[config.mk]
export PLATFORM = sky130hd
export DESIGN_NAME = part_o_split
export DESIGN_NICKNAME = d
export VERILOG_FILES = /design/src/rtl/part_split_pkg.sv /design/src/rtl/part_o_split_lane.sv /design/src/rtl/part_o_split.sv
export SDC_FILE = /design/constraint.sdc
export NUM_CORES = 1
export LEC_CHECK = 0
export CAP_MARGIN = 20
export CORE_MARGIN = 4
export CORE_UTILIZATION = 65
export CTS_BUF_LIST = sky130_fd_sc_hd__clkbuf_16
export CTS_CLUSTER_SIZE = 12
export DETAILED_ROUTE_END_ITERATION = 16
export DONT_BUFFER_PORTS = 1
export GPL_TIMING_DRIVEN = 0
export HOLD_SLACK_MARGIN = 0.03
export PLACE_DENSITY = 0.89
export SYNTH_ARGS = -nofsm -noshare
export SYNTH_HDL_FRONTEND = slang
export SYNTH_HIERARCHICAL = 1
export SYNTH_SLANG_ARGS = --single-unit
export TNS_END_PERCENT = 50
[constraint.sdc]
create_clock -name i_clk -period 6.25 [get_ports i_clk]
set_clock_uncertainty 0.2 [all_clocks]
set_input_delay 0.9375 -clock i_clk [delete_from_list [all_inputs] [get_ports i_clk]]
set_output_delay 0.9375 -clock i_clk [all_outputs]
set_load 0.02 [all_outputs]
[src/rtl/part_split_pkg.sv]
// Shared definitions for the part_o_split 1-to-3 stream distributor.
//   NLANE      : number of output lanes
//   lane_idx_t : lane selector / round-robin pointer type
//   next_lane  : round-robin successor (0 -> 1 -> 2 -> 0)
//   DW_DEF, DEPTH_DEF : default data width and per-lane FIFO depth
package part_split_pkg;

  localparam int unsigned NLANE     = 3;
  localparam int unsigned DW_DEF    = 8;
  localparam int unsigned DEPTH_DEF = 4;

  typedef logic [1:0] lane_idx_t;

  function automatic lane_idx_t next_lane(input lane_idx_t cur);
    return (cur >= lane_idx_t'(NLANE - 1)) ? '0 : lane_idx_t'(cur + 2'd1);
  endfunction

endpackage

[src/rtl/part_o_split_lane.sv]
// split_lane_fifo: one show-ahead lane FIFO of the part_o_split distributor.
// Ports:
//   i_clk, i_rst   : rising-edge clock, asynchronous active-high reset
//   i_flush        : synchronous clear (pointers, level, error flag)
//   i_push, i_data : write a word (caller guarantees the lane is not full)
//   i_pop          : remove the head word; popping an empty lane sets o_err
//   o_valid/o_data : head word, o_data forced to 0 while empty
//   o_full/o_level : occupancy, level counts 0..DEPTH
//   o_err          : sticky underrun flag
module split_lane_fifo
  import part_split_pkg::*;
#(
  parameter int unsigned DW    = DW_DEF,
  parameter int unsigned DEPTH = DEPTH_DEF,
  localparam int unsigned AW   = $clog2(DEPTH),
  localparam int unsigned LW   = $clog2(DEPTH + 1)
) (
  input  logic          i_clk,
  input  logic          i_rst,
  input  logic          i_flush,
  input  logic          i_push,
  input  logic [DW-1:0] i_data,
  input  logic          i_pop,
  output logic          o_valid,
  output logic [DW-1:0] o_data,
  output logic          o_full,
  output logic [LW-1:0] o_level,
  output logic          o_err
);

  logic [DW-1:0] mem [DEPTH];
  logic [AW-1:0] wr_ptr;
  logic [AW-1:0] rd_ptr;
  logic [LW-1:0] level;
  logic          err;
  logic          empty;
  logic          full;
  logic          do_push;
  logic          do_pop;

  assign empty   = (level == '0);
  assign full    = (level == LW'(DEPTH));
  assign do_push = i_push && !full;
  // Pop is evaluated against the pre-edge level, so a pop on an empty lane
  // is an underrun even when a push lands in the same cycle.
  assign do_pop  = i_pop && !empty;

  always_ff @(posedge i_clk or posedge i_rst) begin
    if (i_rst) begin
      wr_ptr <= '0;
      rd_ptr <= '0;
      level  <= '0;
      err    <= 1'b0;
    end else if (i_flush) begin
      wr_ptr <= '0;
      rd_ptr <= '0;
      level  <= '0;
      err    <= 1'b0;
    end else begin
      if (do_push) wr_ptr <= wr_ptr + AW'(1);
      if (do_pop)  rd_ptr <= rd_ptr + AW'(1);
      case ({do_push, do_pop})
        2'b10:   level <= level + LW'(1);
        2'b01:   level <= level - LW'(1);
        default: level <= level;
      endcase
      if (i_pop && empty) err <= 1'b1;
    end
  end

  // Storage needs no reset: contents are only visible while level != 0.
  always_ff @(posedge i_clk) begin
    if (do_push && !i_flush) mem[wr_ptr] <= i_data;
  end

  assign o_valid = !empty;
  assign o_data  = empty ? '0 : mem[rd_ptr];
  assign o_full  = full;
  assign o_level = level;
  assign o_err   = err;

endmodule

[src/rtl/part_o_split.sv]
// part_o_split: 1-to-3 stream distributor. Words accepted on the single
// valid/ready input are dealt round-robin (lane 0, 1, 2, 0, ...) into three
// show-ahead lane FIFOs; a full target lane stalls the input (no skipping).
// Ports:
//   i_clk, i_rst        : rising-edge clock, asynchronous active-high reset
//   i_flush             : synchronous clear of all lanes and the pointer
//   i_valid/i_data      : input stream, o_ready is the accept qualifier
//   i_ren[k]            : lane k read enable
//   o_valid[k], o_dataK : lane k head word (0 when empty)
//   o_levelK            : lane k occupancy
//   o_err[k]            : lane k sticky underrun flag
module part_o_split
  import part_split_pkg::*;
#(
  parameter int unsigned DW    = DW_DEF,
  parameter int unsigned DEPTH = DEPTH_DEF,
  localparam int unsigned LW   = $clog2(DEPTH + 1)
) (
  input  logic          i_clk,
  input  logic          i_rst,
  input  logic          i_flush,
  input  logic          i_valid,
  input  logic [DW-1:0] i_data,
  output logic          o_ready,
  input  logic [2:0]    i_ren,
  output logic [2:0]    o_valid,
  output logic [DW-1:0] o_data0,
  output logic [DW-1:0] o_data1,
  output logic [DW-1:0] o_data2,
  output logic [LW-1:0] o_level0,
  output logic [LW-1:0] o_level1,
  output logic [LW-1:0] o_level2,
  output logic [2:0]    o_err
);

  lane_idx_t       rr_ptr;
  logic [2:0]      full;
  logic [2:0]      push;
  logic            target_full;
  logic            accept;
  logic [DW-1:0]   lane_data  [NLANE];
  logic [LW-1:0]   lane_level [NLANE];

  // Explicit mux keeps the unused pointer code 3 from indexing past the vector.
  always_comb begin
    target_full = full[0];
    case (rr_ptr)
      2'd1:    target_full = full[1];
      2'd2:    target_full = full[2];
      default: target_full = full[0];
    endcase
  end

  assign o_ready = !i_flush && !target_full;
  assign accept  = i_valid && o_ready;

  always_ff @(posedge i_clk or posedge i_rst) begin
    if (i_rst)        rr_ptr <= '0;
    else if (i_flush) rr_ptr <= '0;
    else if (accept)  rr_ptr <= next_lane(rr_ptr);
  end

  for (genvar k = 0; k < NLANE; k++) begin : g_lane
    assign push[k] = accept && (rr_ptr == lane_idx_t'(k));

    split_lane_fifo #(
      .DW    (DW),
      .DEPTH (DEPTH)
    ) u_lane (
      .i_clk   (i_clk),
      .i_rst   (i_rst),
      .i_flush (i_flush),
      .i_push  (push[k]),
      .i_data  (i_data),
      .i_pop   (i_ren[k]),
      .o_valid (o_valid[k]),
      .o_data  (lane_data[k]),
      .o_full  (full[k]),
      .o_level (lane_level[k]),
      .o_err   (o_err[k])
    );
  end

  assign o_data0  = lane_data[0];
  assign o_data1  = lane_data[1];
  assign o_data2  = lane_data[2];
  assign o_level0 = lane_level[0];
  assign o_level1 = lane_level[1];
  assign o_level2 = lane_level[2];

endmodule

; ---- Word-level counts from Yosys, hierarchy flattened
; Memories as Yosys holds them, arrays and structs flattened.
; Index checks and enable logic that the tools add are counted.
[word_totals]
input_bits = 15
n_memories = 3
out_inout_bits = 40
latch_bits = 0
romBits = 0
ram_bits = 96
reg_bits = 26
word_cells = 120
[memory_table]
columns = memory, depth, width, read_ports, rd_clocked_by_memory_dff, wr, line
row1 = g_lane[0].u_lane.mem, 4, 8, 1, 0, 1, part_o_split_lane.sv:31  ; logic [DW-1:0] mem [DEPTH];
row2 = g_lane[1].u_lane.mem, 4, 8, 1, 0, 1, part_o_split_lane.sv:31
row3 = g_lane[2].u_lane.mem, 4, 8, 1, 0, 1, part_o_split_lane.sv:31
[op_classes]
div = 0
addsub = 13
n_eq_ne = 11
order_cmp = 1
shifts = 0
bitwise = 0
reduce_logical = 42
muxes = 37
n_mul = 0
[ops]
columns = operator, count
row1 = 2-bit two-way mux, 15
row2 = 8-bit two-way mux, 3
row3 = 2-bit nonzero test, 10
row4 = 3-bit one-hot mux with 2 select lines, 3
row5 = 1-bit logical AND, 17
row6 = 2-bit by 1-bit adder with 2-bit output (second input constant), 7
row7 = 1-bit two-way mux, 12
row8 = 3-bit by 1-bit adder with 3-bit output (second input constant), 3
row9 = 3-bit equality test (second input constant), 3
row10 = 3-bit zero test, 3
row11 = 3-bit two-way mux, 3
row12 = 3-bit nonzero test, 3
row13 = 3-bit by 1-bit subtractor with 3-bit output (second input constant), 3
row14 = 2-bit by 1-bit equality test with 1-bit output (second input constant), 4
row15 = 2-bit equality test (second input constant), 4
row16 = 1-bit zero test, 8
row17 = 2-bit greater-or-equal comparator (second input constant), 1
row18 = 2-bit zero test, 1
row19 = 1-bit one-hot mux with 2 select lines, 1

; ---- Longest topological paths before layout
; Gate-level depths: netlist of run 1.
[depth]
ltp_word = 10
mapped_depth = 12

; ---- By module
; The synthesis of run 1 kept the hierarchy.
[by_module_without_submodules]
columns = module, cells_each, instances, area_each_um2
row1 = split_lane_fifo, 120, 3, 1811.7
row2 = part_o_split, 29, 1, 236.5

; ---- Least setup slack after synthesis of run 1
; Ideal clock, no wire load.
[synth_path]
path_type = register -> register
start = reg g_lane[0].u_lane.level[2]
end = reg g_lane[0].u_lane.level[2]
stages_incl_launch_ff = 12
arrival_ns = 2.782
slack_ns = 3.186
path_buffers = 2
cell_sequence = dfrtp_1 > buf_2 > nor3b_2 > o211ai_1 > o211ai_1 > nor3b_1 > buf_2 > o21a_1 > nor3b_1 > fa_1 > or4_1 > a31oi_1
[synth_via]
elab_chain_cells = 10
[synth_lines]
columns = item, line
row1 = from (decl), part_o_split_lane.sv:34  ; logic [LW-1:0] level;
row2 = from (signal assigned), part_o_split_lane.sv:63  ; 2'b10: level <= level + LW'(1);
row3 = from (signal assigned), part_o_split_lane.sv:64  ; 2'b01: level <= level - LW'(1);
row4 = from (signal assigned), part_o_split_lane.sv:65  ; default: level <= level;
row5 = 3-bit equality test (*), part_o_split_lane.sv:42  ; assign full = (level == LW'(DEPTH));
row6 = net full[0], part_o_split.sv:37  ; logic [2:0] full;
row7 = 1-bit one-hot mux with 2 select lines (*), part_o_split.sv:47  ; case (rr_ptr)
row8 = 1-bit zero test (*), part_o_split.sv:54  ; assign o_ready = !i_flush && !target_full;
row9 = 1-bit logical AND (*), part_o_split.sv:54
row10 = 1-bit logical AND (*), part_o_split.sv:55  ; assign accept = i_valid && o_ready;
row11 = 1-bit logical AND (*), part_o_split.sv:64  ; assign push[k] = accept && (rr_ptr == lane_idx_t'(k));
row12 = net push[0], part_o_split.sv:38  ; logic [2:0] push;
row13 = 1-bit logical AND (*), part_o_split_lane.sv:43  ; assign do_push = i_push && !full;
row14 = 2-bit by 1-bit equality test with 1-bit output / 2-bit equality test (equally long branches), part_o_split_lane.sv:62  ; case ({do_push, do_pop})
row15 = 3-bit one-hot mux with 2 select lines, part_o_split_lane.sv:62
row16 = 3-bit two-way mux, part_o_split_lane.sv:54  ; end else if (i_flush) begin
; Mark *: on every way through the listed nets, which the timed path passes. The rest lies on a longest branch.
; A chain may end at the register's enable or synchronous reset.

; ---- Worst setup path after layout of run 1
[layout_path]
start = reg g_lane[0].u_lane.level[2]
end = reg g_lane[1].u_lane.level[2]
[layout_via]
elab_chain_cells = 10
[layout_lines]
columns = item, line
row1 = 3-bit equality test (*), part_o_split_lane.sv:42
row2 = net full[0], part_o_split.sv:37
row3 = 1-bit one-hot mux with 2 select lines (*), part_o_split.sv:47
row4 = 1-bit zero test (*), part_o_split.sv:54
row5 = 1-bit logical AND (*), part_o_split.sv:54
row6 = 1-bit logical AND (*), part_o_split.sv:55
row7 = 1-bit logical AND (*), part_o_split.sv:64
row8 = net push[1], part_o_split.sv:38
row9 = 1-bit logical AND (*), part_o_split_lane.sv:43
row10 = 2-bit by 1-bit equality test with 1-bit output / 2-bit equality test (equally long branches), part_o_split_lane.sv:62
row11 = 3-bit one-hot mux with 2 select lines, part_o_split_lane.sv:62
row12 = 3-bit two-way mux, part_o_split_lane.sv:54
row13 = to (signal assigned), part_o_split_lane.sv:63
row14 = to (signal assigned), part_o_split_lane.sv:64
row15 = to (signal assigned), part_o_split_lane.sv:65
row16 = to (decl), part_o_split_lane.sv:34
; Marked as above.

==> metrics.md, run 1 <==
| Metric | Value |
|---|---|
| Outcome | `complete, no violations` |
| Relative slew slack | `52.4%` |
| Total gr overflow | `0` |
| Sequential area share after synthesis | `62.3%` |
| Mapped Avg Cell Area | `14.6 sq um` |
| Final ANT Viol Nets | `0` |
| Post-Syn Instances | `389` |
| Critical path endpoint category | `register` |
| Largest net degree at the start of global routing | `17` |
| Final core utilization | `77.0%` |
| Num Clock Sinks | `roughly 120` |
| FF-to-FF path depth | `11` |
| Vias per cell | `6.39` |
| Mapped Area | `around 0.0057 sq mm` |
| P per Cell Area | `roughly 310 mW/mm^2` |
| Crit share post-route | `a little under three fifths` |
| Slew Viols, Final | `0` |
| Initial DRC count | `254` |
| Startpoint types | `register` |
| Rows | `33` |
| Core Box Area | `0.00834 sq mm` |
| Crit path max-delay cell type | `or4_1` |
| GRT Total Usage | `26.2%` |
| # DRC | `0` |
| Initial antenna violation count | `0` |
| Top cell type's share of synthesized area | `just over 50%` |
| Final nets | `~440` |
| Resize count post-CTS | `0` |
| Post-CTS Setup Inserts | `0` |
| Max FO, Critical Path | `10` |
| Max cap viols | `0` |
| Final instance area | `0.00643 sq mm` |
| GPL Wtd Cong | `0.859` |
| Clock transition at path regs | `50 ps` |
| Max clock buf depth | `2` |
| Worst Max-Slew Pin Slew | `a little over 700 ps` |
| Via Count | `3,362` |
| CTS root buffer | `clkbuf_16` |
| Worst VDD drop | `a little over 0.0002 V` |
| H-Tree Depth | `4` |
| RSZ-0062 raised after global routing | `false` |
| CTS tree | `done` |
| Wirelength, routed | `12.3 mm` |
| Yosys reg bits | `122` |
| P_leak | `0.00228 uW` |
| Die Ht | `101 um` |
| TritonCTS Buffers | `17` |
| Worst EP arrival | `about 3700 ps` |
| Min Tclk post-route | `~3600 ps` |
| Pre-antenna DRT Iters | `4` |
| Die W | `101 um` |
| Top post-synthesis cells by area | `edfxtp_1 (51%), dfrtp_1 (11%), mux4_2 (9.5%), ha_1 (3.3%), nor2b_1 (2.8%)` |
| Port Buffer Count | `0` |
| Yosys cell types | `42` |
| Cts hold-fix bufs | `0` |
| Placed Area | `0.00580 sq mm` |
| Vias in the first global route | `3,516` |
| CP required | `between 6000 and 7000 ps` |
| Die footprint | `0.0103 sq mm` |
| Setup violators final | `0` |
| Wire per inst | `23.4 um` |
| Max Clock Freq | `278 MHz` |
| Synthesis-to-finish area growth | `13.3%` |
| First-pass GRT wire length | `19.6 mm` |
| CP max stage delay | `530 ps` |
| Fin. Hold Viols | `0` |
| Worst-Skew Late Latency | `410 ps` |
| Setup TNS | `0 ps` |
| Share of cells above drive strength 1 | `a little over a fifth` |
| YS warnings | `6` |
| Fin Hold WS | `68.2 ps` |
| Top cell type by total area after synthesis | `edfxtp_1` |
| Initial core utilization | `roughly 68%` |
| Syn Nets | `422` |
| Cell Chain, Critical Path | `buf_2 > nor3b_2 > o211ai_1 > o211ai_1 > nor3b_1 > buf_2 > o21a_1 > nor3b_1 > fa_1 > or4_1 > a31oi_1` |
| IO Count | `55` |
| Final HPWL DP | `7.68 mm` |
| Number of diodes | `0` |
| Worst hold path type | `in -> async` |
| Critical path class | `reg -> reg` |
| Non-filler cells, final | `526` |
| Placed cells | `494` |
synthesized netlist by cell type (all sizes together):
cell / n
ha: 15
o21bai: 3
o221ai: 3
nor3b: 8
or2: 3
nor3: 7
mux4: 24
nand3: 6
o311ai: 3
nor2: 20
and2: 12
nand2: 8
fa: 3
buf: 18
nor2b: 25
o21a: 3
a21oi: 15
nand3b: 3
dfrtp: 26
or4: 3
o31ai: 3
xnor2: 3
clkbuf: 9
xor2: 6
o21ai: 6
nand2b: 6
inv: 25
a21boi: 1
o211ai: 2
o2111ai: 8
o41ai: 2
o211a: 1
a211oi: 3
edfxtp: 96
mux2: 3
or3: 3
a31oi: 3
and3: 1
metrics by stage:
step	total power (uW)	setup WS, ps
3_3_place_gp	1000	2820
4_1_cts	2030	2690
2_1_floorplan	989	3190
3_5_place_dp	1010	2740
6_report	2020	2660
5_1_grt	2090	2550
kinds of logic (layout without fill, tap and decap cells):
| family | after synthesis | in the layout | synth area share (%) |
|---|---|---|---|
| AO/OA/AOI/OAI | 56 | 56 | 6.88 |
| XOR/XNOR | 9 | 9 | 1.39 |
| adder cells (fa/ha/maj) | 18 | 18 | 4.37 |
| buffers and inverters | 52 | 84 | 4.17 |
| flip-flops | 122 | 122 | 62.3 |
| multiplexers | 27 | 27 | 10.1 |
| AND/OR/NAND/NOR | 105 | 105 | 10.8 |
cell type report:
class	count	area, sq um
Multi-Input combinational cell	215	1900
Tap cell	105	131
Inverter	25	93.8
Clock buffer	17	425
Buffer	27	143
Clock inverter	15	198
Fill cell	462	1910
Sequential cell	122	3530
where the power goes:
part / switching (uW) / internal [uW] / leakage [uW]
clock network: 359 / 666 / 0.000289
registers: 9.82 / 888 / 0.00122
logic: 63.3 / 35.0 / 0.000771
path summary, 6_finish.rpt:
kind	from	to	slack, ps
worst max-delay path	g_lane[0].u_lane/o_level[2]	g_lane[1].u_lane/o_level[2]	2660
worst min-delay path	i_rst	rr_ptr[1]	70
worst max register to register	g_lane[0].u_lane/o_level[2]	g_lane[1].u_lane/o_level[2]	2660
worst min register to register	rr_ptr[0]	rr_ptr[0]	350
max in group asynchronous	i_rst	g_lane[1].u_lane/o_err	5420
min in group i_clk	rr_ptr[0]	rr_ptr[0]	350
sequential cells by signal, indices dropped and copies added, names as in the netlist:
name                   count
g_lane.u_lane/o_err        3
g_lane.u_lane/o_level      9
g_lane.u_lane/wr_ptr       6
g_lane.u_lane/rd_ptr       6
rr_ptr                     2
g_lane.u_lane/mem         96
critical path: cells and delay by family (launching register included):
| family | cells | cell delay, ps |
|---|---|---|
| AOI/OAI and AO/OA | 4 | 830 |
| adders and majority gates | 1 | 420 |
| buffers and inverters | 2 | 480 |
| DFF | 1 | 450 |
| and+or+nand+nor | 4 | 1110 |
cell usage in the layout, fill, tap and decap left out, types with 7 or more instances in the layout:
cell type,netlist,layout
a21oi_1,15,15
and2_1,12,12
buf_2,12,12
clkbuf_16,0,17
dfrtp_1,26,26
edfxtp_1,96,96
ha_1,15,15
inv_1,25,25
mux4_2,24,24
nand2_1,8,8
nor2_1,17,17
nor2b_1,25,25
nor3_1,7,7
o2111ai_1,8,8
layer usage:
layer / vias to the layer above / track usage (%) / part of all wire, %
met1: 1708 / 32.9 / 38
met3: 22 / 7.44 / 6.9
met5: - / 0 / 0
li1: 1490 / - / -
met4: 0 / 8.18 / 1.7
met2: 142 / 44.6 / 54
(Power assumes the default switching activity.)
==> run 2, diff against run 1 <==
--- a/config.mk
+++ b/config.mk
@@ -7,14 +7,14 @@
 export LEC_CHECK = 0
 export CAP_MARGIN = 20
 export CORE_MARGIN = 4
-export CORE_UTILIZATION = 65
+export CORE_UTILIZATION = 63
 export CTS_BUF_LIST = sky130_fd_sc_hd__clkbuf_16
 export CTS_CLUSTER_SIZE = 12
 export DETAILED_ROUTE_END_ITERATION = 16
 export DONT_BUFFER_PORTS = 1
 export GPL_TIMING_DRIVEN = 0
 export HOLD_SLACK_MARGIN = 0.03
-export PLACE_DENSITY = 0.89
+export PLACE_DENSITY = 0.87
 export SYNTH_ARGS = -nofsm -noshare
 export SYNTH_HDL_FRONTEND = slang
 export SYNTH_HIERARCHICAL = 1
==> constraint.sdc (replaced) <==
create_clock -name i_clk -period 3.5 [get_ports i_clk]
set_clock_uncertainty 0.2 [all_clocks]
set_input_delay 0.525 -clock i_clk [delete_from_list [all_inputs] [get_ports i_clk]]
set_output_delay 0.525 -clock i_clk [all_outputs]
set_load 0.02 [all_outputs]
==> run 2 against run 1 <==
Net effect:
- cell count increased by 3.4%
- sequential power increased by 78%
- setup slack got worse by 2500 ps
- register-to-register slack got worse by 2500 ps
- power increased by 77%
- first-iteration DRC count increased by 18%
- non-clock buffer count increased by 14
- sequential cell count unchanged
- critical path depth unchanged
==> metrics.md, run 2 (synthesis results as in run 1) <==
| Metric | Value |
|---|---|
| Min Tclk post-route | `3380 ps` |
| Worst EP arrival | `3500 ps` |
| Port Buffer Count | `0` |
| Initial core utilization | `65.0%` |
| TritonCTS Buffers | `17` |
| WHS Endpoint | `rr_ptr[0]` |
| Die footprint | `0.0106 sq mm` |
| Hold_sp | `i_valid` |
| R2R Path End | `g_lane[1].u_lane/o_level[2]` |
| Worst VDD drop | `0.000446 V` |
| CP Launch Point | `g_lane[0].u_lane/o_level[2]` |
| Multi-input gate area | `just under 0.002 sq mm` |
| Largest net degree at the start of global routing | `17` |
| Final core utilization | `75.4%` |
| Vias in the first global route | `3,459` |
| R2R Setup Slk | `120 ps` |
| P per Cell Area | `545 mW/mm^2` |
| Setup violators final | `0` |
| CTS root buffer | `clkbuf_16` |
| Startpoint types | `register` |
| Setup WS post-layout | `approximately 120 ps` |
| CP required | `3620 ps` |
| FF-to-FF path depth | `11` |
| Largest register FFs | `96` |
| Rows | `34` |
| Final instance area | `between 0.006 and 0.007 sq mm` |
| Comb pwr share | `~6%` |
| Worst Max-Slew Pin Slew | `584 ps` |
| CP max stage delay | `approximately 550 ps` |
| Flip-flop and latch area | `approximately 0.0035 sq mm` |
| Final HPWL DP | `7.21 mm` |
| Placed Area | `roughly 0.0058 sq mm` |
| Most numerous cell on the critical path | `o211ai_1` |
| GRT Total Usage | `around 25%` |
| Max FO, Critical Path | `9` |
| CTS tree | `done` |
| Final nets | `455` |
| Total power | `3580 uW` |
| Die Ht | `slightly above 100 um` |
| Vias per cell | `about 6.4` |
| GPL Wtd Cong | `around 0.79` |
| Total gr overflow | `0` |
| Seq pwr share | `44.7%` |
| Crit path max-delay cell type | `or4_1` |
| RR Startpoint | `g_lane[0].u_lane/o_level[2]` |
| Clock Power Share | `49.3%` |
| Core Box Area | `0.00872 sq mm` |
| Clock transition at path regs | `about 50 ps` |
| Cell Chain, Critical Path | `buf_2 > nor3b_4 > o211ai_1 > o211ai_1 > nor3b_2 > buf_6 > o21a_1 > nor3b_1 > fa_1 > or4_1 > a31oi_1` |
| WHS Path Cells | `2` |
| Relative slew slack | `60.6%` |
| Final ANT Viol Nets | `0` |
| Die W | `103 um` |
| H-Tree Depth | `4` |
| Setup WS pre-CTS | `5.98 ps` |
| Worst hold path type | `in -> reg` |
| Worst-Skew Late Latency | `410 ps` |
| Switch Pwr | `around 800 uW` |
| IO Count | `between 50 and 60` |
| Commonest non-fill, non-tap cell in the layout | `edfxtp_1` |
| Num Clock Sinks | `122` |
| Fin. Hold Viols | `0` |
| Via Count | `3,488` |
| Max clock buf depth | `2` |
| P_leak | `0.00233 uW` |
| First-pass GRT wire length | `18.8 mm` |
| # DRC | `0` |
| Initial DRC count | `300` |
| Max Clock Freq | `about 300 MHz` |
| Initial antenna violation count | `1` |
| Critical path class | `reg -> reg` |
| Most frequent cells in the layout | `edfxtp_1 (96), inv_1 (25), nor2b_1 (25)` |
| Crit share post-route | `96.6%` |
| Internal | `2780 uW` |
| Synthesis-to-finish area growth | `16.0%` |
| Filler cells | `around 450` |
| Largest Register | `g_lane.u_lane/mem` |
| Wire per inst | `approximately 23 um` |
| Critical path endpoint category | `register` |
| Outcome | `complete, no violations` |
| Slew Viols, Final | `0` |
| Share of cells above drive strength 1 | `22.8%` |
| Wirelength, routed | `12.3 mm` |
| Switching Share | `22.4%` |
| Pre-antenna DRT Iters | `5` |
| Max cap viols | `0` |
==> run 2: cell types whose count changed in the layout (fill, tap and decap cells not counted), moves of 2 or more <==
cell | before | now
dlygate4sd3_1 | 0 | 10
buf_4 | 6 | 10
buf_2 | 12 | 10
dfrtp_2 | 0 | 3
dfrtp_1 | 26 | 23
==> run 2: power groups by stage <==
stage                     sequential, uW  clock (uW)  combinational, uW
final                               1600        1770                214
after global routing                1600        1860                234
after CTS                           1600        1780                202
after detailed placement            1630           0                170
after global placement              1630           0                161
after floorplan                     1630           0                139
==> run 2: per-stage QoR <==
stage / hold WS [ps] / setup TNS (ps) / std cells
3_5_place_dp: 72.4 / 0 / 497
5_1_grt: 84.0 / -23.0 / 544
3_3_place_gp: 68.6 / 0 / 497
6_report: 103 / 0 / 544
2_1_floorplan: 66.2 / 0 / 389
4_1_cts: 92.1 / 0 / 539
==> run 2: routing by layer <==
metal,wire (um),GRT usage [%],vias to the layer above
met1,4870,31.5,1792
met4,224,9.66,0
met5,0,0,-
met3,765,6.77,25
li1,-,-,1531
met2,6470,41.2,140
==> run 2: final cells by class <==
class                           instances  area share, %
Inverter                               25           1.43
Antenna cell                            1         0.0380
Multi-Input combinational cell        215           29.3
Clock inverter                         15           2.68
Sequential cell                       122           53.8
Clock buffer                           17           6.47
Tap cell                              108           2.05
Buffer                                 27           2.30
Timing Repair Buffer                   14           1.98
==> run 2: what timing repair did <==
action                                  CTS  global route
hold endpoints to repair                124             0
gates cloned                              0             0
hold buffers                             10             0
endpoints found under the setup margin    1            41
resized for setup                         1             9
setup buffers                             0             4
pin swaps                                 0             3
==> run 2: worst max path at each step <==
stage | to | slack (ps) | cells past startpoint
4_1_cts | g_lane[1].u_lane/o_level[2] | 60 | 11
5_1_grt | g_lane[1].u_lane/o_level[2] | -20 | 11
2_1_floorplan | g_lane[0].u_lane/o_level[2] | 440 | 11
3_5_place_dp | g_lane[1].u_lane/o_level[2] | 6 | 11
3_3_place_gp | g_lane[1].u_lane/o_level[2] | 60 | 11
6_report | g_lane[1].u_lane/o_level[2] | 120 | 11
==> run 2: worst max-delay path: cells and delay by family (launching register included) <==
kind / cells / cell delay (ps)
simple gates: 4 / 1100
compound gates: 4 / 790
buf+inv: 2 / 350
flops: 1 / 450
fa+ha+maj: 1 / 410
